--- src/rtl/alarm_clock_multi_pkg.sv ---
// Shared types, limits and BCD helpers for the multi-alarm real-time clock.
package alarm_clock_pkg;

    typedef struct packed {
        logic [4:0] hr;
        logic [5:0] min;
        logic [5:0] sec;
    } clk_time_t;

    typedef enum logic [1:0] {
        RS_IDLE     = 2'd0,
        RS_RINGING  = 2'd1,
        RS_SNOOZING = 2'd2
    } ring_state_t;

    localparam logic [4:0] HR_MAX  = 5'd23;
    localparam logic [5:0] MIN_MAX = 6'd59;
    localparam logic [5:0] SEC_MAX = 6'd59;

    function automatic logic [7:0] bin2bcd(input logic [5:0] v);
        return {4'(v / 6'd10), 4'(v % 6'd10)};
    endfunction

    function automatic logic [6:0] bcd2bin(input logic [7:0] b);
        return 7'(b[7:4]) * 7'd10 + 7'(b[3:0]);
    endfunction

    // Digit check guards the conversion, which may wrap for non-BCD input.
    function automatic logic bcd_valid(input logic [7:0] b, input logic [6:0] max);
        return (b[7:4] <= 4'd9) && (b[3:0] <= 4'd9) && (bcd2bin(b) <= max);
    endfunction

endpackage

--- src/rtl/alarm_clock_multi_tick_gen.sv ---
// Prescaler dividing clk down to a one-second wrap strobe and registered tick pulse.
module tick_gen #(
    parameter int unsigned CLK_HZ = 10
) (
    input  logic clk,
    input  logic reset,
    input  logic clr,
    output logic wrap,
    output logic tick_1s
);

    localparam int unsigned CW = $clog2(CLK_HZ);

    logic [CW-1:0] cnt;

    // A clear beats a wrap landing on the same edge.
    assign wrap = (cnt == CW'(CLK_HZ - 1)) && !clr;

    always_ff @(posedge clk or posedge reset) begin
        if (reset) begin
            cnt     <= '0;
            tick_1s <= 1'b0;
        end else begin
            tick_1s <= wrap;
            if (clr || wrap)
                cnt <= '0;
            else
                cnt <= cnt + CW'(1);
        end
    end

endmodule

--- src/rtl/alarm_clock_multi.sv ---
// Real-time clock with N programmable alarms, 12/24-h display and validated loads.
// Define ALARM_SNOOZE_EN to build the snooze counter and SNOOZING state.
module alarm_clock_multi
    import alarm_clock_pkg::*;
#(
    parameter  int unsigned CLK_HZ     = 10,
    parameter  int unsigned N_ALARMS   = 4,
    parameter  int unsigned SNOOZE_MIN = 5,
    localparam int unsigned AW         = (N_ALARMS > 1) ? $clog2(N_ALARMS) : 1
) (
    input  logic                clk,
    input  logic                reset,
    input  logic [7:0]          hr_in,
    input  logic [7:0]          min_in,
    input  logic                ld_time,
    input  logic                ld_alarm,
    input  logic [AW-1:0]       alarm_sel,
    input  logic [N_ALARMS-1:0] al_on,
    input  logic                mode_12h,
    input  logic                stop,
    input  logic                snooze,
    output logic [7:0]          hr_out,
    output logic [7:0]          min_out,
    output logic [7:0]          sec_out,
    output logic                pm,
    output logic                tick_1s,
    output logic                alarm,
    output logic [AW-1:0]       alarm_id,
    output logic                ld_err
);

    clk_time_t   cur, nxt;
    ring_state_t state;
    logic [4:0]  slot_hr  [N_ALARMS];
    logic [5:0]  slot_min [N_ALARMS];
    logic [N_ALARMS-1:0] armed;
    logic        ld_ok, time_ld, wrap, hit, match;
    logic [AW-1:0] hit_id;
    logic [4:0]  in_hr, disp_hr;
    logic [5:0]  in_min;

    assign ld_ok   = bcd_valid(hr_in, 7'(HR_MAX)) && bcd_valid(min_in, 7'(MIN_MAX));
    assign in_hr   = 5'(bcd2bin(hr_in));
    assign in_min  = 6'(bcd2bin(min_in));
    assign time_ld = ld_time && ld_ok;

    tick_gen #(.CLK_HZ(CLK_HZ)) u_tick (
        .clk     (clk),
        .reset   (reset),
        .clr     (time_ld),
        .wrap    (wrap),
        .tick_1s (tick_1s)
    );

    always_comb begin
        nxt = cur;
        if (time_ld) begin
            nxt.hr  = in_hr;
            nxt.min = in_min;
            nxt.sec = '0;
        end else if (wrap) begin
            if (cur.sec == SEC_MAX) begin
                nxt.sec = '0;
                if (cur.min == MIN_MAX) begin
                    nxt.min = '0;
                    nxt.hr  = (cur.hr == HR_MAX) ? '0 : cur.hr + 5'd1;
                end else begin
                    nxt.min = cur.min + 6'd1;
                end
            end else begin
                nxt.sec = cur.sec + 6'd1;
            end
        end
    end

    // Compare against the time about to be shown so alarm rises with it.
    always_comb begin
        hit    = 1'b0;
        hit_id = '0;
        for (int unsigned i = 0; i < N_ALARMS; i++) begin
            if (!hit && armed[i] && al_on[i] && slot_hr[i] == nxt.hr && slot_min[i] == nxt.min) begin
                hit    = 1'b1;
                hit_id = AW'(i);
            end
        end
    end
    assign match = hit && wrap && (nxt.sec == '0);

    always_ff @(posedge clk or posedge reset) begin
        if (reset) begin
            cur    <= '0;
            armed  <= '0;
            ld_err <= 1'b0;
            pm     <= 1'b0;
            for (int unsigned i = 0; i < N_ALARMS; i++) begin
                slot_hr[i]  <= '0;
                slot_min[i] <= '0;
            end
        end else begin
            cur    <= nxt;
            ld_err <= (ld_time || ld_alarm) && !ld_ok;
            pm     <= (nxt.hr >= 5'd12);
            if (ld_alarm && ld_ok && (32'(alarm_sel) < N_ALARMS)) begin
                slot_hr[alarm_sel]  <= in_hr;
                slot_min[alarm_sel] <= in_min;
                armed[alarm_sel]    <= 1'b1;
            end
        end
    end

`ifdef ALARM_SNOOZE_EN
    localparam logic [11:0] SNOOZE_SECS = 12'(SNOOZE_MIN * 60);
    logic [11:0] snz_cnt;
`else
    logic unused_snooze;
    assign unused_snooze = snooze | (SNOOZE_MIN == 0);
`endif

    always_ff @(posedge clk or posedge reset) begin
        if (reset) begin
            state    <= RS_IDLE;
            alarm    <= 1'b0;
            alarm_id <= '0;
`ifdef ALARM_SNOOZE_EN
            snz_cnt  <= '0;
`endif
        end else begin
            case (state)
                RS_IDLE: if (match) begin
                    state    <= RS_RINGING;
                    alarm    <= 1'b1;
                    alarm_id <= hit_id;
                end
                RS_RINGING: begin
                    if (stop) begin
                        state <= RS_IDLE;
                        alarm <= 1'b0;
                    end
`ifdef ALARM_SNOOZE_EN
                    else if (snooze) begin
                        state   <= RS_SNOOZING;
                        alarm   <= 1'b0;
                        snz_cnt <= SNOOZE_SECS;
                    end
`endif
                end
`ifdef ALARM_SNOOZE_EN
                RS_SNOOZING: begin
                    if (stop) begin
                        state <= RS_IDLE;
                    end else if (match) begin
                        state    <= RS_RINGING;
                        alarm    <= 1'b1;
                        alarm_id <= hit_id;
                    end else if (wrap) begin
                        if (snz_cnt <= 12'd1) begin
                            state <= RS_RINGING;
                            alarm <= 1'b1;
                        end else begin
                            snz_cnt <= snz_cnt - 12'd1;
                        end
                    end
                end
`endif
                default: begin
                    state <= RS_IDLE;
                    alarm <= 1'b0;
                end
            endcase
        end
    end

    always_comb begin
        disp_hr = cur.hr;
        if (mode_12h) begin
            if (cur.hr == 5'd0)
                disp_hr = 5'd12;
            else if (cur.hr > 5'd12)
                disp_hr = cur.hr - 5'd12;
        end
    end

    assign hr_out  = bin2bcd(6'(disp_hr));
    assign min_out = bin2bcd(cur.min);
    assign sec_out = bin2bcd(cur.sec);

endmodule

--- config.mk ---
export PLATFORM = sky130hd
export DESIGN_NAME = alarm_clock_multi
export DESIGN_NICKNAME = d
export VERILOG_FILES = /design/src/rtl/alarm_clock_multi_pkg.sv /design/src/rtl/alarm_clock_multi_tick_gen.sv /design/src/rtl/alarm_clock_multi.sv
export SDC_FILE = /design/constraint.sdc
export NUM_CORES = 1
export LEC_CHECK = 0
export CELL_PAD_IN_SITES_DETAIL_PLACEMENT = 1
export CELL_PAD_IN_SITES_GLOBAL_PLACEMENT = 1
export CORE_ASPECT_RATIO = 1.75
export CORE_MARGIN = 5
export CORE_UTILIZATION = 35
export CTS_BUF_LIST = sky130_fd_sc_hd__clkbuf_16
export DETAILED_ROUTE_END_ITERATION = 7
export PLACE_DENSITY = 0.64
export SLEW_MARGIN = 30
export SYNTH_ARGS = -nofsm -noshare
export SYNTH_HDL_FRONTEND = slang
export SYNTH_SLANG_ARGS = --single-unit
--- constraint.sdc ---
create_clock -name clk -period 3.3 [get_ports clk]
set_input_delay 0.66 -clock clk [delete_from_list [all_inputs] [get_ports clk]]
set_output_delay 0.66 -clock clk [all_outputs]
set_load 0.005 [all_outputs]
==> results.md, run 1 <==
* Total area of sequential cells at ~1900 um^2
* Layout cells sized above 1 at 40.72%
* Die W at about 100 um
* Synth Instances at 579
* Initial drt markers at 106
* Switching Share at between 30% and 40%
* Vias/cell at 5.326
* Global route overflow at 0
* Register-to-Register Path Depth at 14
* Psw at 2.402 mW
* Internal Power at 3.875 mW
* Clock period minus worst slack at 4.057 ns
* Slew margin rel. at 56.31%
* Compound-Gate Fraction of Synth Area at a little under an eighth
* CP Launch Type: primary input
* Drt pass-1 iters at 4
* Ys Warns at 0
* Die H at 174.5 um
* Placed cells at between 900 and 1k
* Post-DRT Antenna Nets at 0
* P_leak at 3.897 nW
* Final setup fails at 13
* Max Freq at 246.5 MHz
* Worst Hold Slack at 0.4729 ns
* Final worst setup slack at -0.7573 ns
* Async set-reset flop share out of synthesis at 100.0%
* Antenna violations before repair at 0
* DR vias at 5150
* RSZ-0062 raised after global routing: true
* Failing checks: negative setup slack
* Largest family of logic cells by synthesized area: simple AND/OR/NAND/NOR gates
* Simple-gate area share of the yosys netlist at 18.69%
* Outcome: finished, violations left
* Adder-Cell Fraction of Synth Area at under 10%
* Clock Power Share at 19.0%
* H-tree depth at 3
* Core Area at 15310 um^2
* Layout Skew at 0.003184 ns
* Drc violations at 0
* Detail Placement HPWL at 14840 um
* R2r setup slk at -0.14 ns
* Die ar. at 18140 um^2
* CP endpoint kind: register
* Max-capacitance violation count at 0
* Root Driver: clkbuf_16
* I/O pin count at 59
* Avg Cell Area, Syn at a little over 9 um^2
* Peak supply drop at 0.3116 mV
* Worst-path maximum fanout at 5
* Std-Cell Rows at 60
* Routed len/inst at 20.80 um
* Share of power burned in registers at about a fifth
* Hold depth at 1
* Number of synthesized flops with an enable pin at 0
* Largest net degree at the start of global routing at 76
* Fin nets at between 800 and 900
* Fin Setup TNS at -2.541 ns
* Final hold violation count at 0
* Multi-input gate area at roughly 4000 um^2
* Crit path kind: in -> reg
* Hold Crit Class: reg -> reg
* Top FF cell, synth: dfrtp_1
* CTS tree: yes
* Post-Layout Cell Count at 967
* Fin. max-slew vios at 0
* Xor and xnor area share after synthesis at 10.78%
* CTS Sinks at 75
* Synthesized cell area at 5410 um^2
* Clock-pin slew on the worst setup and hold paths at 0.06 ns
* GRT Util Overall at 20.91%
* Gate power share at 59.9%
* Flops & latches, synth at 75
* Total Power at 6.277 mW
* Required @ worst endpoint at 3.55 ns
* CTS buffer count at 9
* Vias in the first global route at 5800
* Routability Congestion at slightly below 1
* Starting Density at a little over a third
* Crit path DAT at 4.31 ns
* Register area share after synthesis at 34.69%
* CTS Buffer Depth at 2
* # diodes at 0
* Later-pin clock latency in the skew report at about 0.34 ns
* PwrDens at 746.5 nW/um^2
* First-pass GRT wire length at 30000 um
* Worst Max-Slew Pin Slew at 0.6485 ns
* Mux contribution to synthesized area at 10.87%
* WL final at 20120 um
* Port Buffers at 53
* Layout fillers at 1709
* Tcrit/Tclk final at 122.9%
* Synthesis-to-finish area growth at 55.41%
* Unique masters post-synth at 62
layer usage:
| metal | up-vias | track usage, % | wire [um] |
|---|---|---|---|
| li1 | 2421 | - | - |
| met1 | 2563 | 18.36 | 6452 |
| met2 | 109 | 43.58 | 11770 |
| met3 | 57 | 2.527 | 501 |
| met4 | 0 | 11.62 | 1392 |
| met5 | - | 0 | 0 |
worst max-delay path, cell delays in order:
cell      delay [ns]
buf_6           0.10
ha_4            0.26
ha_4            0.11
inv_2           0.03
fa_2            0.56
buf_6           0.11
xnor3_1         0.21
o211ai_1        0.11
nand3_2         0.14
buf_6           0.16
nand4_4         0.15
buf_12          0.15
mux2i_4         0.31
buf_6           0.16
xnor2_1         0.12
nand4_1         0.17
nor4_2          0.24
nand4_1         0.22
nor3b_2         0.21
o22ai_1         0.11
Yosys cell counts, types with 5 or more instances:
library cell   n  area share, %
a21oi_1       33            3.1
nand2_1       40            2.8
mux2_2        35            7.3
buf_4          6           0.83
nand3_1       21            1.9
nand4_1       10            1.2
nor4_1        11            1.3
xnor2_1       32            5.2
mux2i_1       11            2.0
and2_1         7           0.81
o21ai_0       33            3.1
xor2_1        32            5.2
nor2_1        45            3.1
dfrtp_1       75             35
or2_2          5           0.58
ha_1          30            6.9
mux2i_2        5            1.3
nand2b_1       7           0.81
nor2b_1        8           0.93
a21o_1         5           0.69
o31ai_1        5           0.69
clkbuf_1      15            1.0
inv_1         36            2.5
nor3_1         5           0.46
layout by cell type, fill, tap and decap left out, types with 25 or more instances in the layout:
cell type and count:
mux2_4 25, dfrtp_1 70, inv_1 30, xnor2_1 27
o21ai_0 26, nand2_1 36, nor2_1 37, xor2_1 25
buf_4 131, clkdlybuf4s50_1 33
sequential cells by signal, summed over array words and instances (netlist names):
| register | flops |
|---|---|
| pm | 1 |
| u_tick.cnt | 4 |
| slot_hr | 20 |
| armed | 4 |
| alarm | 1 |
| alarm_id | 2 |
| u_tick.tick_1s | 1 |
| cur | 17 |
| ld_err | 1 |
| slot_min | 24 |
through the flow:
stage	setup slack, ns	area (um^2)	util (%)
final	-0.7573	8408	54.90
after floorplan	-0.8553	5505	-
after detailed placement	-1.657	7079	46.23
after global placement	-1.611	7079	46.23
after global routing	-0.9238	8408	54.90
after CTS	-0.7460	7878	51.44
layout make-up:
| class | instances | share of cell area [%] |
|---|---|---|
| clock buffers | 9 | 2.679 |
| clock inverters | 7 | 1.563 |
| inverters | 36 | 1.637 |
| multi-input cells | 448 | 47.10 |
| flip-flops and latches | 75 | 22.40 |
| well taps | 186 | 2.768 |
| repair buffers | 206 | 21.86 |
power by group through the flow:
stage	Combinational, mW	Clock [mW]	Sequential [mW]
final	3.76	1.19	1.32
after global routing	4.08	1.26	1.36
after CTS	3.50	1.21	1.31
after detailed placement	3.16	0	1.33
after global placement	3.03	0	1.32
after floorplan	1.65	0	1.27
final timing paths:
path / end / from
worst max-delay path: alarm$_DFFE_PP0P_ / hr_in[5]
worst min-delay path: armed[3]$_DFFE_PP0P_ / armed[3]$_DFFE_PP0P_
worst max register to register: alarm$_DFFE_PP0P_ / u_tick.cnt[1]$_DFF_PP0_
worst min register to register: armed[3]$_DFFE_PP0P_ / armed[3]$_DFFE_PP0P_
max in group asynchronous: cur[15]$_DFF_PP0_ / reset
min in group asynchronous: cur[1]$_DFF_PP0_ / reset
cell families after synthesis:
logic type / Yosys count
other cells: 1
xor+xnor: 65
buf+inv: 59
flops: 75
mux: 52
simple gates: 189
compound gates: 103
fa+ha+maj: 35
repair_timing:
item,in CTS,in global routing
resized for setup,120,85
hold buffers,0,0
setup buffers,17,17
pin swaps,36,20
gates cloned,0,3
endpoints found under the setup margin,73,40
hold endpoints to repair,0,0
Note: power is estimated with default switching activity, not from simulation.
==> run 2, diff against run 1 <==
- CTS_CLUSTER_SIZE: unset -> 28
- GPL_ROUTABILITY_DRIVEN: unset -> 0
==> run 2 against run 1 <==
The run still ends with negative setup slack left. Global-route usage grew 2.1 points. Die area is the same. Clock power shrank 21%. Worst hold slack worse by 0.0032 ns. Critical path depth decreased by 3. Setup slack got worse by 0.24 ns. Routed wire length is 6.5% higher. Via count rose by 3.7%. Count of clock-buffer cells in the layout stayed put. First-iteration DRC count is 26% higher. Clock skew grew 0.0027 ns. Final cell count grew 0.72%. Highest routed layer unchanged.
==> results.md, run 2 (synthesis gave the netlist of run 1 again) <==
* Drc violations at 0
* Commonest non-fill, non-tap cell in the layout: buf_4
* P_leak at 3.836 nW
* Max-capacitance violation count at 0
* Met2 Use GR at 46.46%
* Largest net degree at the start of global routing at 55
* Starting Density at 35.33%
* Final worst setup slack at -0.9929 ns
* Peak supply drop at about 0.26 mV
* Fin. max-slew vios at 0
* Drt pass-1 iters at 4
* Commonest non-fill, non-tap cells in the layout: buf_4, dfrtp_1, clkdlybuf4s50_1
* Die H at 174.5 um
* CTS Buffer Depth at 2
* I/O pin count at 59
* RSZ-0062 raised after global routing: true
* CTS buffer count at 9
* Detail Placement HPWL at 14540 um
* Worst Hold Slack at approximately 0.47 ns
* Post-DRT Antenna Nets at 0
* Slew margin rel. at 51.70%
* First-pass GRT wire length at between 30000 and 40000 um
* Worst-path maximum fanout at 3
* GRT Util Overall at approximately 23%
* Clock-pin slew on the worst setup and hold paths at 0.06 ns
* Outcome: finished, violations left
* M3 GR Usage at 3.753%
* Most Used Layer, Global Route: met2
* Port Buffers at 53
* CTS tree: yes
* Final setup fails at 51
* H-tree depth at 3
* Failing checks: negative setup slack
* # diodes at 0
* Die W at around 100 um
* Worst Max-Slew Pin Slew at about 0.72 ns
* Later-pin clock latency in the skew report at 0.35 ns
* Vias/cell at 5.482
* PwrDens at a little over 700 nW/um^2
* CP Launch Type: primary input
* Post-placement cell area at 7057 um^2
* Fin util at a little over half
* Final hold violation count at 0
* Routed len/inst at 22.00 um
* Layout Skew at 0.005932 ns
* Root Driver: clkbuf_16
* Max Freq at 232.9 MHz
* Antenna violations before repair at 0
* WL final at 21430 um
* Clock period minus worst slack at 4.293 ns
* Biggest regs: slot_min x24, slot_hr x20, cur x17
* Tcrit/Tclk final at 130.1%
* Vias in the first global route at 6079
* Max reg flops at 24
* Crit path DAT at roughly 4.6 ns
* DR vias at 5339
* Design area at 8371 um^2
* Fin nets at 846
* Required @ worst endpoint at 3.57 ns
* Die ar. at 18140 um^2
* Initial drt markers at 134
* Layout cells sized above 1 at between 40 and 50%
* CP endpoint kind: register
* Std-Cell Rows at 60
* Synthesis-to-finish area growth at 54.72%
* Placed cells at a little over 900
* CTS Sinks at 75
* Post-Layout Cell Count at about 970
* Hold Crit Class: reg -> reg
* Crit path kind: in -> reg
* Core Area at 15310 um^2
* Most flop-heavy register: slot_min
* Global route overflow at 0
* Met1 usage at between 10% and 20%
run 2: cell types whose count changed in the layout (fill, tap and decap cells not counted), sizes merged:
| cell | change |
|---|---|
| buf | +7 |
| clkdlybuf4s50 | +3 |
| clkdlybuf4s15 | +1 |
| clkinvlp | +3 |
| dlymetal6s2s | -2 |
| dlygate4sd2 | -1 |
| bufinv | -4 |
| clkinv | +1 |
| clkbuf | -1 |
run 2: metrics by stage:
stage	total power [mW]	setup slack [ns]	TNS (ns)
after CTS	5.654	-0.9244	-20.26
after floorplan	2.919	-0.8553	-8.634
after detailed placement	4.452	-2.207	-57.85
after global placement	4.287	-1.941	-48.31
final	6.010	-0.9929	-15.48
after global routing	6.374	-1.046	-18.98
run 2: critical path, stage by stage:
cell	delay (ns)
buf_8	0.10
ha_4	0.27
ha_4	0.13
inv_2	0.03
fa_1	0.45
nand2b_4	0.16
o31a_1	0.27
nor4_4	0.36
and4_4	0.29
mux2i_1	0.20
buf_4	0.16
xor2_1	0.35
nand4_1	0.17
or4_1	0.59
a21oi_1	0.19
nor2_1	0.06
nor2_1	0.12
run 2: worst paths after layout:
kind	start	to	slack, ns	cells past startpoint
setup / recovery	min_in[5]	alarm_id[1]$_DFFE_PP0P_	-0.99	17
hold / removal	armed[1]$_DFFE_PP0P_	armed[1]$_DFFE_PP0P_	0.47	1
setup reg to reg	u_tick.cnt[1]$_DFF_PP0_	alarm_id[1]$_DFFE_PP0P_	-0.31	15
hold reg to reg	armed[1]$_DFFE_PP0P_	armed[1]$_DFFE_PP0P_	0.47	1
max in group asynchronous	reset	armed[1]$_DFFE_PP0P_	1.92	3
min in group asynchronous	reset	slot_min[18]$_DFFE_PP0P_	0.66	2
run 2: where the power goes:
| part | internal [mW] | leakage (nW) | switching (mW) |
|---|---|---|---|
| Sequential | 1.12 | 0.978 | 0.195 |
| Clock | 0.512 | 0.126 | 0.431 |
| Combinational | 1.92 | 2.73 | 1.84 |
| Total | 3.55 | 3.84 | 2.46 |
run 2: area by class of cell:
class / instances / area [um^2]
Inverter: 36 / 135.1
Fill cell: 1703 / 6944
Clock inverter: 7 / 52.55
Timing Repair Buffer: 213 / 1889
Sequential cell: 75 / 1883
Tap cell: 186 / 232.7
Multi-Input combinational cell: 448 / 3953
Clock buffer: 9 / 225.2
run 2: timing repair:
| action | 4_1_cts | 5_1_grt |
|---|---|---|
| gates cloned | 3 | 0 |
| buffers inserted | 31 | 19 |
| hold buffers | 0 | 0 |
| resized for setup | 146 | 85 |
| endpoints found under the setup margin | 81 | 62 |
| pin swaps | 35 | 31 |
run 2: metal layers:
| layer | part of all wire (%) | vias to the layer above | wire length, um |
|---|---|---|---|
| met3 | 3.3 | 85 | 698 |
| met5 | 0 | - | 0 |
| met1 | 31 | 2636 | 6700 |
| li1 | - | 2445 | - |
| met4 | 8.5 | 0 | 1824 |
| met2 | 57 | 173 | 12200 |
==> run 3, diff against run 2 <==
- SETUP_SLACK_MARGIN: unset -> 0.02
==> run 3 against run 2 <==
Power is 2.4% higher. The flow still finishes with violations (negative setup slack). Largest power group unchanged. Core utilization is 1.9 points higher. Worst hold slack better by 0.018 ns. Die area stayed put. First-iteration DRC count is 55% higher. Via count is 0.26% higher.
==> results.md, run 3 (synthesis gave the netlist of run 1 again) <==
* Outcome: finished, violations left
* Failing checks: negative setup slack
* Tcrit/Tclk final at 130.5%
* Crit path DAT at 4.58 ns
* Hold Crit Class: reg -> reg
* Total area of sequential cells at 1884 um^2
* Multi-input gate area at 4134 um^2
* Biggest regs: slot_min x24, slot_hr x20, cur x17
* Global route overflow at 0
* Std-Cell Rows at 60
* Root Driver: clkbuf_16
* Commonest non-fill, non-tap cell in the layout: buf_4
* Crit path kind: in -> reg
* Drc violations at 0
* CTS tree: yes
* CTS Buffer Depth at 2
* Fin nets at 851
* WL final at 22240 um
* Vias in the first global route at between 6k and 7k
* Clock period minus worst slack at 4.305 ns
* Die H at 174.5 um
* First-pass GRT wire length at approximately 32000 um
* Layout Skew at 0.01038 ns
* Clock-pin slew on the worst setup and hold paths at roughly 0.06 ns
* Final setup fails at 53
* Post-DRT Antenna Nets at 0
* H-tree depth at 3
* Later-pin clock latency in the skew report at 0.34 ns
* Slew margin rel. at 50.43%
* Initial drt markers at 208
* CP Launch Type: primary input
* Fin Setup TNS at -13.34 ns
* Commonest non-fill, non-tap cells in the layout: buf_4, dfrtp_1, nor2_1
* Final worst setup slack at -1.005 ns
* Detail Placement HPWL at between 10000 and 15000 um
* Vias/cell at 5.468
* CTS Sinks at 75
* Die W at 104.0 um
* Starting Density at 35.33%
* Drt pass-1 iters at 4
* DR vias at 5353
* Layout cells sized above 1 at between 40% and 50%
* RSZ-0062 raised after global routing: true
* CTS buffer count at 9
* CP endpoint kind: register
* Routed len/inst at approximately 23 um
* # diodes at 0
* Largest net degree at the start of global routing at 33
* Port Buffers at 53
* Required @ worst endpoint at around 3.6 ns
* Cts hold-fix bufs at 0
* Core Area at 15310 um^2
* Peak supply drop at 0.2816 mV
* Post-Layout Cell Count at 979
* Max Freq at 232.3 MHz
* PwrDens at 710.2 nW/um^2
* Max-capacitance violation count at 0
* Max reg flops at 24
* GRT Util Overall at 22.63%
* Total Power at 6.155 mW
* Most flop-heavy register: slot_min
* Antenna violations before repair at 0
* Worst Hold Slack at 0.4880 ns
* Die ar. at 18140 um^2
* I/O pin count at 59
* Layout fillers at 1681
* Final hold violation count at 0
* Synthesis-to-finish area growth at 60.18%
* Post-placement cell area at 7012 um^2
* Design area at 8666 um^2
* Worst-path maximum fanout at 5
* Placed cells at 906
* P_leak at between 3 and 4 nW
* Fin. max-slew vios at 0
* Worst Max-Slew Pin Slew at 0.7358 ns
run 3: cell count changes in the layout (fill, tap and decap cells not counted), sizes merged:
cell	delta
buf	+8
clkdlybuf4s15	-2
clkdlybuf4s50	-3
clkinv	-1
dlygate4sd2	+2
inv	+1
run 3: through the flow:
step | worst slack [ns] | utilization (%)
finish | -1.005 | 56.58
floorplan | -0.8553 | -
detailed placement | -1.736 | 45.78
global placement | -1.611 | 45.78
global route | -1.097 | 56.58
CTS | -0.7858 | 53.48
run 3: report_power, final:
group          internal, mW  total (mW)  leakage, nW  switching, mW
Clock                 0.507       0.927        0.129          0.420
Sequential             1.12        1.34        0.977          0.219
Combinational          2.02        3.89         2.87           1.87
run 3: final cells by class:
cell class                 count  area share, %
inverter                      36          1.617
timing repair buffer         218          23.13
sequential                    75          21.74
tap                          186          2.686
multi-input combinational    448          47.70
clock buffer                   9          2.599
clock inverter                 7         0.5198
run 3: what timing repair did:
action,CTS,global route
endpoints found under the setup margin,83,66
buffers inserted,39,23
pin swaps,44,28
gates resized for setup,188,100
gates cloned,2,1
run 3: path summary, 6_finish.rpt:
check                                        startpoint                      end  slack [ns]  cells past startpoint
worst max-delay path                          min_in[5]  alarm_id[1]$_DFFE_PP0P_       -1.01                     18
worst min-delay path               armed[1]$_DFFE_PP0P_     armed[1]$_DFFE_PP0P_        0.49                      1
worst max register to register  u_tick.cnt[0]$_DFF_PP0_  alarm_id[0]$_DFFE_PP0P_       -0.40                     13
worst min register to register     armed[1]$_DFFE_PP0P_     armed[1]$_DFFE_PP0P_        0.49                      1
max in group asynchronous                         reset     armed[3]$_DFFE_PP0P_        1.64                      3
min in group asynchronous                         reset         cur[7]$_DFF_PP0_        0.77                      2
run 3: layer usage:
layer | track usage (%) | routed length (um)
met5 | 0 | 0
met4 | 15.29 | 1684
met3 | 3.196 | 693
met2 | 45.87 | 12770
met1 | 19.55 | 7090
run 3: worst max-delay path: stages:
cell	delay, ns
buf_8	0.10
ha_4	0.27
ha_4	0.12
inv_2	0.03
fa_1	0.48
nand2b_4	0.18
o31a_1	0.33
nor4_4	0.28
nand4_4	0.26
buf_6	0.19
mux2_4	0.32
buf_6	0.14
xnor2_4	0.16
nand4_1	0.16
or4_4	0.58
a21oi_2	0.17
nor2_1	0.05
nor2_1	0.08
